`src/rtl/apb_cmd_master_if.sv`:
```
// apb_cmd_master_if: command frame, APB3 and response signals of the command master
interface apb_cmd_master_if;
  logic [55:0] pdata;
  logic        data_vld;
  logic        full;
  logic        PSEL;
  logic        PENABLE;
  logic        PWRITE;
  logic [15:0] PADDR;
  logic [31:0] PWDATA;
  logic [31:0] PRDATA;
  logic        PREADY;
  logic        PSLVERR;
  logic [39:0] rsp_data;
  logic        rsp_vld;
  logic        rsp_rdy;
  modport master (
    input  pdata, data_vld, PRDATA, PREADY, PSLVERR, rsp_rdy,
    output full, PSEL, PENABLE, PWRITE, PADDR, PWDATA, rsp_data, rsp_vld
  );
  modport slave (
    output pdata, data_vld, PRDATA, PREADY, PSLVERR, rsp_rdy,
    input  full, PSEL, PENABLE, PWRITE, PADDR, PWDATA, rsp_data, rsp_vld
  );
endinterface

```
`src/rtl/apb_cmd_master.sv`:
```
// apb_cmd_master: runs one decoded UART command as an APB3 transfer with timeout and returns status+data
module apb_cmd_master #(
  parameter int TIMEOUT = 255
) (
  input logic clk,
  input logic rst,
  apb_cmd_master_if.master bus
);
  localparam int CW = $clog2(TIMEOUT + 1);
  typedef enum logic [1:0] {IDLE, SETUP, ACCESS, RESP} state_t;
  state_t        state;
  logic          wr;
  logic [15:0]   paddr;
  logic [31:0]   pwdata;
  logic [CW-1:0] wcnt;
  logic [39:0]   rsp;
  logic [7:0]    cmd;
  logic          legal;
  assign cmd   = bus.pdata[55:48];
  assign legal = (cmd == 8'h57) || (cmd == 8'h52);
  assign bus.full     = state != IDLE;
  assign bus.PSEL     = (state == SETUP) || (state == ACCESS);
  assign bus.PENABLE  = state == ACCESS;
  assign bus.PWRITE   = bus.PSEL && wr;
  assign bus.PADDR    = paddr;
  assign bus.PWDATA   = pwdata;
  assign bus.rsp_vld  = state == RESP;
  assign bus.rsp_data = rsp;
  always_ff @(posedge clk) begin
    if (rst) begin
      state  <= IDLE;
      wr     <= 1'b0;
      paddr  <= '0;
      pwdata <= '0;
      wcnt   <= '0;
      rsp    <= '0;
    end else begin
      case (state)
        IDLE: if (bus.data_vld) begin
          if (legal) begin
            wr     <= cmd == 8'h57;
            paddr  <= bus.pdata[47:32];
            pwdata <= (cmd == 8'h57) ? bus.pdata[31:0] : 32'h0;
            state  <= SETUP;
          end else begin
            rsp   <= {8'h03, 32'h0};
            state <= RESP;
          end
        end
        SETUP: begin
          wcnt  <= '0;
          state <= ACCESS;
        end
        ACCESS: begin
          // a completing PREADY takes priority over the timeout on the final wait cycle
          if (bus.PREADY) begin
            rsp   <= {bus.PSLVERR ? 8'h01 : 8'h00, (!wr && !bus.PSLVERR) ? bus.PRDATA : 32'h0};
            state <= RESP;
          end else if (wcnt == CW'(TIMEOUT - 1)) begin
            rsp   <= {8'h02, 32'h0};
            state <= RESP;
          end else begin
            wcnt <= wcnt + 1'b1;
          end
        end
        RESP: if (bus.rsp_rdy) state <= IDLE;
        default: state <= IDLE;
      endcase
    end
  end
endmodule

```
`src/flat_wrapper.sv`:
```
// flat-port wrapper written by rule: the top's interface ports become plain ports
module apb_cmd_master_flat 
#(
  parameter int TIMEOUT = 255
)
  (clk, rst, bus_pdata, bus_data_vld, bus_PRDATA, bus_PREADY, bus_PSLVERR, bus_rsp_rdy, bus_full, bus_PSEL, bus_PENABLE, bus_PWRITE, bus_PADDR, bus_PWDATA, bus_rsp_data, bus_rsp_vld);
  apb_cmd_master_if bus_i ();
  input logic clk;
  input logic rst;
  input wire logic [$bits(bus_i.pdata)-1:0] bus_pdata;
  input wire logic [$bits(bus_i.data_vld)-1:0] bus_data_vld;
  input wire logic [$bits(bus_i.PRDATA)-1:0] bus_PRDATA;
  input wire logic [$bits(bus_i.PREADY)-1:0] bus_PREADY;
  input wire logic [$bits(bus_i.PSLVERR)-1:0] bus_PSLVERR;
  input wire logic [$bits(bus_i.rsp_rdy)-1:0] bus_rsp_rdy;
  output wire logic [$bits(bus_i.full)-1:0] bus_full;
  output wire logic [$bits(bus_i.PSEL)-1:0] bus_PSEL;
  output wire logic [$bits(bus_i.PENABLE)-1:0] bus_PENABLE;
  output wire logic [$bits(bus_i.PWRITE)-1:0] bus_PWRITE;
  output wire logic [$bits(bus_i.PADDR)-1:0] bus_PADDR;
  output wire logic [$bits(bus_i.PWDATA)-1:0] bus_PWDATA;
  output wire logic [$bits(bus_i.rsp_data)-1:0] bus_rsp_data;
  output wire logic [$bits(bus_i.rsp_vld)-1:0] bus_rsp_vld;
  assign bus_i.pdata = bus_pdata;
  assign bus_i.data_vld = bus_data_vld;
  assign bus_i.PRDATA = bus_PRDATA;
  assign bus_i.PREADY = bus_PREADY;
  assign bus_i.PSLVERR = bus_PSLVERR;
  assign bus_i.rsp_rdy = bus_rsp_rdy;
  assign bus_full = bus_i.full;
  assign bus_PSEL = bus_i.PSEL;
  assign bus_PENABLE = bus_i.PENABLE;
  assign bus_PWRITE = bus_i.PWRITE;
  assign bus_PADDR = bus_i.PADDR;
  assign bus_PWDATA = bus_i.PWDATA;
  assign bus_rsp_data = bus_i.rsp_data;
  assign bus_rsp_vld = bus_i.rsp_vld;
  apb_cmd_master #(.TIMEOUT(TIMEOUT)) u_core (.clk(clk), .rst(rst), .bus(bus_i));
endmodule
```
`config.mk`:
```
export PLATFORM = sky130hd
export DESIGN_NAME = apb_cmd_master_flat
export DESIGN_NICKNAME = d
export VERILOG_FILES = /design/src/rtl/apb_cmd_master_if.sv /design/src/rtl/apb_cmd_master.sv /design/src/flat_wrapper.sv
export SDC_FILE = /design/constraint.sdc
export NUM_CORES = 1
export LEC_CHECK = 0
export CAP_MARGIN = 20
export CORE_ASPECT_RATIO = 1.4
export CORE_MARGIN = 1.5
export CORE_UTILIZATION = 44
export CTS_CLUSTER_DIAMETER = 200
export DETAILED_ROUTE_END_ITERATION = 6
export GPL_TIMING_DRIVEN = 0
export MAX_ROUTING_LAYER = met4
export PLACE_DENSITY_LB_ADDON = 0.08
export SLEW_MARGIN = 0
export SYNTH_ARGS = -nofsm -noshare
export SYNTH_HDL_FRONTEND = slang
export SYNTH_SLANG_ARGS = --single-unit
```
`constraint.sdc`:
```
create_clock -name clk -period 2.7 [get_ports clk]
set_input_delay 0.81 -clock clk [delete_from_list [all_inputs] [get_ports clk]]
set_output_delay 0.81 -clock clk [all_outputs]
set_load 0.05 [all_outputs]
```
==> results.tsv <==
stage	metric	value	unit
logic_synthesis	Yosys top cell area share	0.4850	
grt	pin count of the biggest net entering global routing	15	
logic_synthesis	Synth top cells by count	nand2_1 (107), dfxtp_1 (93), nor2_1 (34)	
pwr	Pint	2.739	mW
cells_and_area	antenna cells	0	
routing	drt total wl	10.18	mm
timing	Tcrit/Tclk final	0.9486	
timing	skew final	5.533	ps
floorplanning	Initial Util	0.4512	
timing	final setup violation count	0	
pwr	clock share of power	0.328	
cells_and_area	Finished Layout Cells	729	
timing	Sum Neg Setup Slack	0	ps
worst_setup_path	nature of the critical path endpoint	output port	
cells_and_area	share of layout cells above drive strength 1	0.07532	
run	MaxCap Viol Count	0	
logic_synthesis	Post-synth EDFFs	0	
logic_synthesis	Seq cells post-synth	93	
routing	DR vias	3601	
clock_network	post-CTS repair timing setup buffer count	0	
cells_and_area	nets	719	
worst_setup_path	crit path launch type	register	
pwr	Reg power frac	0.364	
placement	Detail Placement HPWL	7.751	mm
logic_synthesis	Synth Flop Type	dfxtp_1	
timing	Final Hold Vio Count	0	
pwr	Lkg Pwr	2.309	nW
clock_network	Max clock buf depth	2	
routing	Via density	4.940	
floorplanning	core area	0.008508	mm²
cells_and_area	Area Overhead vs Synth	58.60	%
logic_synthesis	post-synth cell types	45	
worst_setup_path	Setup Crit Path Kind	reg2out	
worst_hold_path	Hold Path Class	reg2reg	
placement	gp weighted congestion	0.8749	
floorplanning	die area	0.009301	mm²
status	outcome	complete, no violations	
worst_setup_path	Critical Path RT	1890	ps
timing	final slew viol count	0	
clock_network	Sink Count	93	
logic_synthesis	largest area contributor in the netlist	dfxtp_1	
logic_synthesis	mapped cell area	0.003839	mm²
floorplanning	Row Count	40	
timing	RSZ-0062 raised after global routing	no	
cells_and_area	final instance area	0.006088	mm²
clock_network	Worst-Skew Late Latency	340	ps
cells_and_area	final core occ	0.7156	
grt	grt total ovfl	0	
logic_synthesis	YS warnings	0	
placement	area post-placement	0.005781	mm²
logic_synthesis	Area contributors post-synth	dfxtp_1 (49%), nand2_1 (10%), mux2i_1 (8.6%)	
clock_network	Root Buffer	clkbuf_16	
timing	minimum clock period	2561	ps
pwr	maximum vdd drop	0.4158	mV
logic_synthesis	async set-or-reset flop fraction in the synthesized netlist	0	
timing	Fin Hold WS	452.2	ps
placement	# port buffers	179	
floorplanning	die height	113.5	µm
floorplanning	# IOs	187	
pwr	pwr dens	651.4	mW/mm²
floorplanning	Die Width	81.94	µm
timing	fmax	0.3904	GHz
worst_setup_path	CP max FO	7	
cells_and_area	Filler Cells Inserted	695	
timing	worst slew pin tran	558.7	ps
pwr	combinational share of power	0.308	
clock_network	Num CTS Buffers	9	
clock_network	clock-pin slew on the worst setup and hold paths	60	ps
clock_network	CTS HTree Levels	3	
clock_network	count of hold buffers inserted by post-cts repair	0	
routing	initial drt markers	219	
worst_setup_path	Worst Path Arrival	1750	ps
logic_synthesis	Avg Inst Size Synth	9.053	µm²
routing	DRC	0	
grt	Global Route Usage Sum	0.2317	
routing	1st-pass router iterations	4	
logic_synthesis	Seq/Total Area, Yosys	0.4850	
logic_synthesis	gate count after technology mapping	424	
grt	first-pass GRT wire length	16.33	mm
grt	vias in the first global route	3631	
routing	Detail Route Antenna Nets	0	
clock_network	CTS tree	built	
logic_synthesis	most frequent cell after synthesis	nand2_1	
pwr	Psw	1.227	mW
routing	DR WL/cell	13.97	µm
grt	initial antenna violation count	0	
placement	placed cells	713	
pwr	switching share of power	0.3093	
timing	slew margin rel.	0.6264	
critical path: stages (launching register included):
cell and delay, ps:
dfxtp_1 370, inv_1 80, ha_1 400, dlygate4sd2_1 570
stage by stage:
stage	power [mW]	setup WS [ps]
global route	4.144	41.74
floorplan	2.347	343.5
global placement	2.707	79.32
CTS	4.012	11.86
detailed placement	2.722	61.24
finish	3.966	138.8
final cells by class:
class / instances / area, µm² / share of cell area
clock buffer: 13 / 270.3 / 0.04439
multi-input combinational: 291 / 1737 / 0.2852
buffer: 35 / 221.5 / 0.03637
clock inverter: 3 / 42.54 / 0.006987
tap: 105 / 131.4 / 0.02158
timing repair buffer: 179 / 1787 / 0.2935
inverter: 10 / 37.54 / 0.006165
sequential: 93 / 1862 / 0.3058
logic make-up after synthesis:
family	share of synthesized area
AO/OA/AOI/OAI	0.1418
XOR/XNOR	0.004238
adder cells (fa/ha/maj)	0.01956
buffers and inverters	0.06747
flip-flops	0.4850
multiplexers	0.08605
other	0.0009769
AND/OR/NAND/NOR	0.1949
layout by cell type (no fill, tap or decap), drive strengths merged, types with 4 or more instances in the layout:
cell type,count
conb,6
dfxtp,93
nor2,34
a31oi,5
and2,4
o211ai,4
ha,6
a21oi,22
or4,6
nand3,4
a22oi,32
buf,19
clkbuf,30
clkdlybuf4s50,175
nand2,107
mux2i,33
inv,9
worst paths after layout:
check                                    endpoint                              from  slack, ps  depth (start not counted)
min reg2reg      u_core.bus.PADDR[4]$_SDFFE_PP0P_  u_core.bus.PADDR[4]$_SDFFE_PP0P_        450                          2
min              u_core.bus.PADDR[4]$_SDFFE_PP0P_  u_core.bus.PADDR[4]$_SDFFE_PP0P_        450                          2
max reg2reg  u_core.bus.rsp_data[20]$_SDFFE_PP0P_      u_core.state[0]$_SDFFE_PP0P_        770                          8
max                                      bus_PSEL      u_core.state[1]$_SDFFE_PP0P_        140                          3
registers in the layout (all words and copies together) (netlist names):
name	cells
u_core.bus.PADDR	16
u_core.bus.PWDATA	32
u_core.bus.rsp_data	34
u_core.state	2
u_core.wcnt	8
u_core.wr	1
per-layer routing:
metal	up-vias	track usage	wire, µm
li1	1836	-	-
met1	1609	0.2497	4076
met2	134	0.3874	5030
met3	22	0.06800	790
met4	0	0.1006	284
met5	-	-	0
what timing repair did:
item | in CTS | in global routing
endpoints found under the hold margin | 0 | 0
endpoints found under the setup margin | 3 | 2
resized for setup | 4 | 2
power groups by stage:
stage          sequential (mW)  clock (mW)  combinational [mW]
2_1_floorplan             1.57           0               0.772
3_3_place_gp              1.47           0                1.23
3_5_place_dp              1.48           0                1.25
4_1_cts                   1.45        1.33                1.23
5_1_grt                   1.45        1.39                1.30
6_report                  1.45        1.30                1.22
No activity file was read; power rests on OpenSTA's default activity.
